===== config.mk =====
export PLATFORM = sky130hd
export DESIGN_NAME = delta_sigma_decimator
export DESIGN_NICKNAME = d
export VERILOG_FILES = /design/src/rtl/delta_sigma_decimator.sv
export SDC_FILE = /design/constraint.sdc
export NUM_CORES = 1
export LEC_CHECK = 0
export ABC_AREA = 1
export BUFFER_PORTS_ARGS = -buffer_cell sky130_fd_sc_hd__buf_2
export CAP_MARGIN = 30
export CORE_MARGIN = 8
export CORE_UTILIZATION = 43
export DETAILED_ROUTE_END_ITERATION = 7
export GPL_TIMING_DRIVEN = 0
export HOLD_SLACK_MARGIN = 0.03
export PLACE_DENSITY_LB_ADDON = 0.15
export RECOVER_POWER = 25
export SYNTH_ARGS = -nofsm -noshare
export SYNTH_HDL_FRONTEND = slang
export SYNTH_SLANG_ARGS = --single-unit

===== constraint.sdc =====
create_clock -name clk -period 11.2 [get_ports clk]
set_clock_uncertainty 0.2 [all_clocks]
set_input_delay 1.12 -clock clk [delete_from_list [all_inputs] [get_ports clk]]
set_output_delay 1.12 -clock clk [all_outputs]
set_load 0.005 [all_outputs]

===== src/rtl/delta_sigma_decimator.sv =====
// Sinc3 CIC decimator: turns a unipolar 1-bit delta-sigma stream into
// left-justified unsigned PCM samples delivered on a valid/ready port.
module delta_sigma_decimator #(
    parameter int DATA_SIZE  = 32,
    parameter int DECIM_LOG2 = 5
) (
    input  logic                 clk,
    input  logic                 reset,
    input  logic                 bitIn,
    input  logic                 bitEn,
    output logic [DATA_SIZE-1:0] dataOut,
    output logic                 dataValid,
    input  logic                 dataReady,
    output logic                 overrun
);

    localparam int RAW_W = 3 * DECIM_LOG2;
    localparam int W     = RAW_W + 1;
    localparam int SHIFT = DATA_SIZE - RAW_W;

    logic [W-1:0]          integ1;
    logic [W-1:0]          integ2;
    logic [W-1:0]          integ3;
    logic [W-1:0]          integ1Next;
    logic [W-1:0]          integ2Next;
    logic [W-1:0]          integ3Next;
    logic [DECIM_LOG2-1:0] decimCount;
    logic                  decimPoint;
    logic [W-1:0]          decimSample;
    logic                  combPending;
    logic [W-1:0]          combDelay1;
    logic [W-1:0]          combDelay2;
    logic [W-1:0]          combDelay3;
    logic [W-1:0]          comb1;
    logic [W-1:0]          comb2;
    logic [W-1:0]          comb3;
    logic [1:0]            warmCount;
    logic                  newSample;
    logic [RAW_W-1:0]      rawSat;
    logic [DATA_SIZE-1:0]  scaled;

    // Integrators wrap modulo 2**W on purpose; the comb differences cancel it.
    always_comb begin
        integ1Next = integ1 + W'(bitIn);
        integ2Next = integ2 + integ1Next;
        integ3Next = integ3 + integ2Next;
    end

    assign decimPoint = bitEn && (decimCount == '1);

    always_comb begin
        comb1  = decimSample - combDelay1;
        comb2  = comb1 - combDelay2;
        comb3  = comb2 - combDelay3;
        // Only an all-ones stream reaches R**3, which needs the extra bit.
        rawSat = comb3[RAW_W] ? '1 : comb3[RAW_W-1:0];
        scaled = DATA_SIZE'(rawSat) << SHIFT;
    end

    // The first two comb results only prime the comb delays.
    assign newSample = combPending && (warmCount == 2'd2);

    // Output handshake: a sample transfers on any clock edge where dataValid
    // and dataReady are both high. dataOut holds while dataValid is high
    // unless a new sample loads; loading over an unaccepted sample sets the
    // sticky overrun flag, loading in the same cycle as a transfer does not.
    always_ff @(posedge clk) begin
        if (!reset) begin
            integ1      <= '0;
            integ2      <= '0;
            integ3      <= '0;
            decimCount  <= '0;
            decimSample <= '0;
            combPending <= 1'b0;
            combDelay1  <= '0;
            combDelay2  <= '0;
            combDelay3  <= '0;
            warmCount   <= '0;
            dataOut     <= '0;
            dataValid   <= 1'b0;
            overrun     <= 1'b0;
        end else begin
            if (bitEn) begin
                integ1     <= integ1Next;
                integ2     <= integ2Next;
                integ3     <= integ3Next;
                decimCount <= decimCount + 1'b1;
            end

            if (decimPoint) begin
                decimSample <= integ3Next;
            end
            combPending <= decimPoint;

            if (combPending) begin
                combDelay1 <= decimSample;
                combDelay2 <= comb1;
                combDelay3 <= comb2;
                if (warmCount != 2'd2) begin
                    warmCount <= warmCount + 2'd1;
                end
            end

            if (newSample) begin
                dataOut   <= scaled;
                dataValid <= 1'b1;
                if (dataValid && !dataReady) begin
                    overrun <= 1'b1;
                end
            end else if (dataValid && dataReady) begin
                dataValid <= 1'b0;
            end
        end
    end

endmodule

After elaboration in Yosys (flattened, before gate mapping):

Cells that the tools add are included.

* equality and inequality tests: 3
* $lt $le $gt $ge: 0
* multiply operators: 0
* muxes and demuxes: 3
* shift-type cells: 0
* divide/modulo/power cells: 0
* bitwise logic cells: 0
* reduce and logical (&&, ||, !) cells: 8
* $add $sub $neg: 8

Operators by type and width (count)
* $sub A16 B16 Y16: 3
* $add A16 B16 Y16: 2
* $add A16 B1 Y16: 1
* $mux W15: 1
* $add A5 B1 Y5 const B: 1
* $eq A5 B5 Y1 const B: 1
* $logic_and A1 B1 Y1: 4
* $reduce_and A2 Y1: 2
* $add A2 B1 Y2 const B: 1
* $eq A2 B2 Y1 const B: 1
* $mux W1: 2
* $ne A2 B2 Y1 const B: 1
* $reduce_bool A2 Y1: 1
* $logic_not A1 Y1: 1

* memory bits (read-only): 0
* bits of input ports: 5
* RAM bits: 0
* register bits after elaboration: 137
* memories: 0
* bits in latches: 0

Depth between registers and ports, before layout:

* depth after elaboration: 4
* mapped depth: 33

Worst setup path after synthesis:

No wires, ideal clock.

* path type: input-to-reg
* from: in bitIn
* to: reg integ3[15]
* stages on the path: 24
* arrival time: 4.324 ns
* path buffers: 0
* setup slack: 6.567 ns
* path through: ha_1 -> ha_1 -> nand2_1 -> nor2_1 -> xor2_1 -> ha_1 -> nand2_1 -> inv_1 -> a21oi_1 -> o21ai_1 -> a21boi_0 -> o21ai_1 -> xor2_1 -> ha_1 -> a21oi_1 -> o21bai_1 -> a21oi_1 -> a21bo_2 -> a31oi_1 -> inv_1 -> nand2_1 -> nand3_1 -> nand2_1 -> inv_1

* cells in the longest elaborated chain, start to end: 3

RTL lines
* start, declared: line 9 `input logic bitIn,`
* $add A16 B1 Y16: line 44 `integ1Next = integ1 + W'(bitIn);`
* via integ1Next[4]: line 24 `logic [W-1:0] integ1Next;`
* $add A16 B16 Y16: line 45 `integ2Next = integ2 + integ1Next;`
* via integ2Next[12]: line 25 `logic [W-1:0] integ2Next;`
* $add A16 B16 Y16: line 46 `integ3Next = integ3 + integ2Next;`
* end signal, assigned: line 86 `integ3 <= integ3Next;`
* end, declared: line 23 `logic [W-1:0] integ3;`

The timed path passes the listed nets, and every way through them passes these cells.
A chain may end at the register's enable or synchronous reset.

Final worst setup path:

* from: in bitIn
* to: reg decimSample[15]

* cells in the longest elaborated chain, start to end: 3

RTL lines
* $add A16 B1 Y16: line 44
* via integ1Next[9]: line 24
* $add A16 B16 Y16: line 45
* via integ2Next[12]: line 25
* $add A16 B16 Y16: line 46
* end signal, assigned: line 91 `decimSample <= integ3Next;`
* end, declared: line 29 `logic [W-1:0] decimSample;`

The timed path passes the listed nets, and every way through them passes these cells.

==> metrics.txt <==
relative slew slack 45.4%; Clock transition at path regs 0.06 ns; RSZ-0062 raised after global routing false; total grt overflow 0; CTS tree yes; crit path max-delay cell type ha_1; GPL Wtd Cong 0.890; max_cap viols 0; worst hold endpoint combDelay1[2]$_SDFFE_PN0P_; Setup Crit Path Kind primary input to register; Finished Core Util 48.9%; cell row count 53; crit path launch bitIn; status complete, no violations; Final TNS setup 0 ns; Adder-Cell Fraction of Synth Area 12.1%; DP Worst Slack 5.78 ns; M3 GR Usage 3.46%; Post-CTS Setup Inserts 0; Fin Hold WS 0.258 ns; fin nets 1464; register area 2740 um^2; R2R Setup Slk 6.23 ns; type of destination of the critical path register; Reg-to-Reg Start decimSample[0]$_SDFFE_PN0P_; Worst Hold Launch combDelay1[2]$_SDFFE_PN0P_; Post-DRT Antenna Nets 0; IO Pins 39; worst hold path type register to register; Initial Utilization 43.6%; most used flip-flop cell after synthesis dfxtp_1; largest family of logic cells by synthesized area simple AND/OR/NAND/NOR gates; pin count of the biggest net entering global routing 17; Distinct cells, synth 40; WL per Instance 13.5 um; CORE AREA 20900 um^2; cell count after synthesis 1319; vias in the first global route 7703; total track usage 17.6%; total power 1.33 mW; clk sink count 137; grt met1 use 20.0%; drt via density 4.85; fin. max-slew vios 0; mux contribution to synthesized area 0%; share of layout cells above drive strength 1 6.58%; grt peak-use layer met2; GR Util met2 32.5%; port bufs 20; Fillers 2178; simple-gate portion of the synthesized area 20.2%; Final setup viols 0; Die ar. 26100 um^2; total number of vias 8037; most common library cells after synthesis 238 x inv_1, 182 x nand2_1, 140 x nor2_1, 138 x a21oi_1, 137 x dfxtp_1; VDD IR max 91.3 uV; CP arrival 5.16 ns; final-report hold violation count 0; P per Cell Area 130 nW/um^2; initial antenna violation count 0; cts bufs inserted 17; Crit Path Max Fanout 5; CTS H-tree lvls 4; global-route wire length before repair 37200 um; Mean Syn Cell Area 6.91 um^2; share of the synthesized area in the top cell type 30.1%; die height 162 um; flops & latches, synth 137; Leak 5.37 nW; post-synthesis sequential area ratio 30.1%; number of flops mapped to enable cells by yosys 0; cell taking the most area after synthesis dfxtp_1; dpl hpwl 17400 um; Die X 162 um; First-pass DRT Iterations 5; min cycle time layout 5.04 ns; Post-Synth XOR/XNOR Area 6.82%; post-CTS resize count 0; fin worst setup slack 6.16 ns; transition time at the pin with the least slew margin 0.820 ns; fmax 199 MHz; most frequent cell after synthesis inv_1; Max Buffers Root-to-Sink 2; antenna cells 0; Crit path max-delay family compound AO/OA/AOI/OAI gates; routed wire length 22400 um; Root Driver clkbuf_16; Hold Crit Depth 2; Yosys warning total 0; CP peak stage delay 0.35 ns; compound-cell area share of the yosys netlist 17.5%; Post-Syn Area 9120 um^2; r2r worst-path depth 28; period utilisation layout 45.0%; RR Endpoint dataOut[28]$_SDFFE_PN0P_; Initial DRC Count 334; residual DRC count 0; CTS Hold Bufs 0; multi-input logic area 5220 um^2; Worst Path Buf+Inv 4; top post-synthesis cells by area dfxtp_1 30%, ha_1 11%, inv_1 9.8%; Synth async-reset ratio 0%; Req. time, crit path 11.32 ns; clk_lat worst skew 0.43 ns; Area Overhead vs Synth 12.0%; CP startpoint kind primary input; crit path cell chain buf_2 -> ha_1 -> nand3_1 -> nor2_1 -> nand3_1 -> inv_1 -> nand2_1 -> xor2_1 -> ha_1 -> a21oi_1 -> a21boi_0 -> o21ai_1 -> xor2_1 -> ha_1 -> a21oi_1 -> o21bai_1 -> a21oi_1 -> a21bo_2 -> a31oi_1 -> inv_1 -> nand2_1 -> nand3_1 -> nand2_1 -> inv_1
-- layout by cell type, fill, tap and decap left out, drive strengths merged, types with 6 or more instances in the layout --
| cell type | n |
|---|---|
| clkbuf | 63 |
| nand2 | 191 |
| conb | 17 |
| nand4 | 7 |
| a31oi | 8 |
| buf | 37 |
| dfxtp | 137 |
| a21oi | 140 |
| nand3 | 69 |
| ha | 80 |
| inv | 241 |
| o211ai | 6 |
| nor2 | 141 |
| xnor2 | 21 |
| o21ai | 125 |
| nor3 | 12 |
| xor2 | 50 |
-- tightest hold or removal path: cells and delay by family, from the launching register on --
family	cells	cell delay, ns
flip-flops	1	0.29
AO/OA/AOI/OAI	1	0.06
buffers and inverters	1	0.06
-- final cells by class --
type | instances | share of cell area, %
plain buffers | 60 | 3.04
clock buffers | 20 | 4.47
clock inverters | 8 | 1.43
inverters | 240 | 8.82
multi-input cells | 898 | 51.1
flip-flops and latches | 137 | 26.9
well taps | 275 | 3.37
repair buffers | 20 | 0.919
-- report_power, final --
group	total (mW)	internal, mW	switching, mW
sequential	0.520	0.507	0.0126
combinational	0.209	0.0751	0.134
clock	0.596	0.379	0.217
-- cell families (layout without fill, tap and decap cells) --
logic type / count (synthesis) / count (layout)
other: 1 / 17
adder cells (fa/ha/maj): 85 / 85
flip-flops: 137 / 137
XOR/XNOR: 71 / 71
AND/OR/NAND/NOR: 425 / 425
AO/OA/AOI/OAI: 300 / 300
buffers and inverters: 300 / 348
-- state kept, by name (all words and copies together) (netlist names) --
signal       count
combDelay3      16
combPending      1
decimSample     16
combDelay2      16
dataOut         15
combDelay1      16
integ3          16
integ2          16
overrun          1
decimCount       5
dataValid        1
warmCount        2
integ1          16
-- per-stage QoR --
stage	std cells	cell area [um^2]
floorplan	1335	9180
global placement	1630	9620
detailed placement	1630	9620
CTS	1658	10200
global route	1658	10200
finish	1658	10200
-- per-layer routing --
metal / share of wire (%) / vias to the layer above / wire length, um
met5: 0 / - / 0
met4: 1.3 / 0 / 294
met3: 2.6 / 24 / 582
met2: 50 / 86 / 11200
met1: 46 / 3611 / 10300
li1: - / 4316 / -
-- worst max path at each step --
stage	to	slack [ns]	depth (start not counted)
floorplan	integ3[15]$_SDFFE_PN0P_	6.57	24
global placement	decimSample[15]$_SDFFE_PN0P_	5.76	22
detailed placement	decimSample[15]$_SDFFE_PN0P_	5.78	24
CTS	decimSample[15]$_SDFFE_PN0P_	6.20	24
global route	dataOut[26]$_SDFFE_PN0P_	5.72	28
finish	decimSample[15]$_SDFFE_PN0P_	6.16	24
No activity file was read; power rests on OpenSTA's default activity.
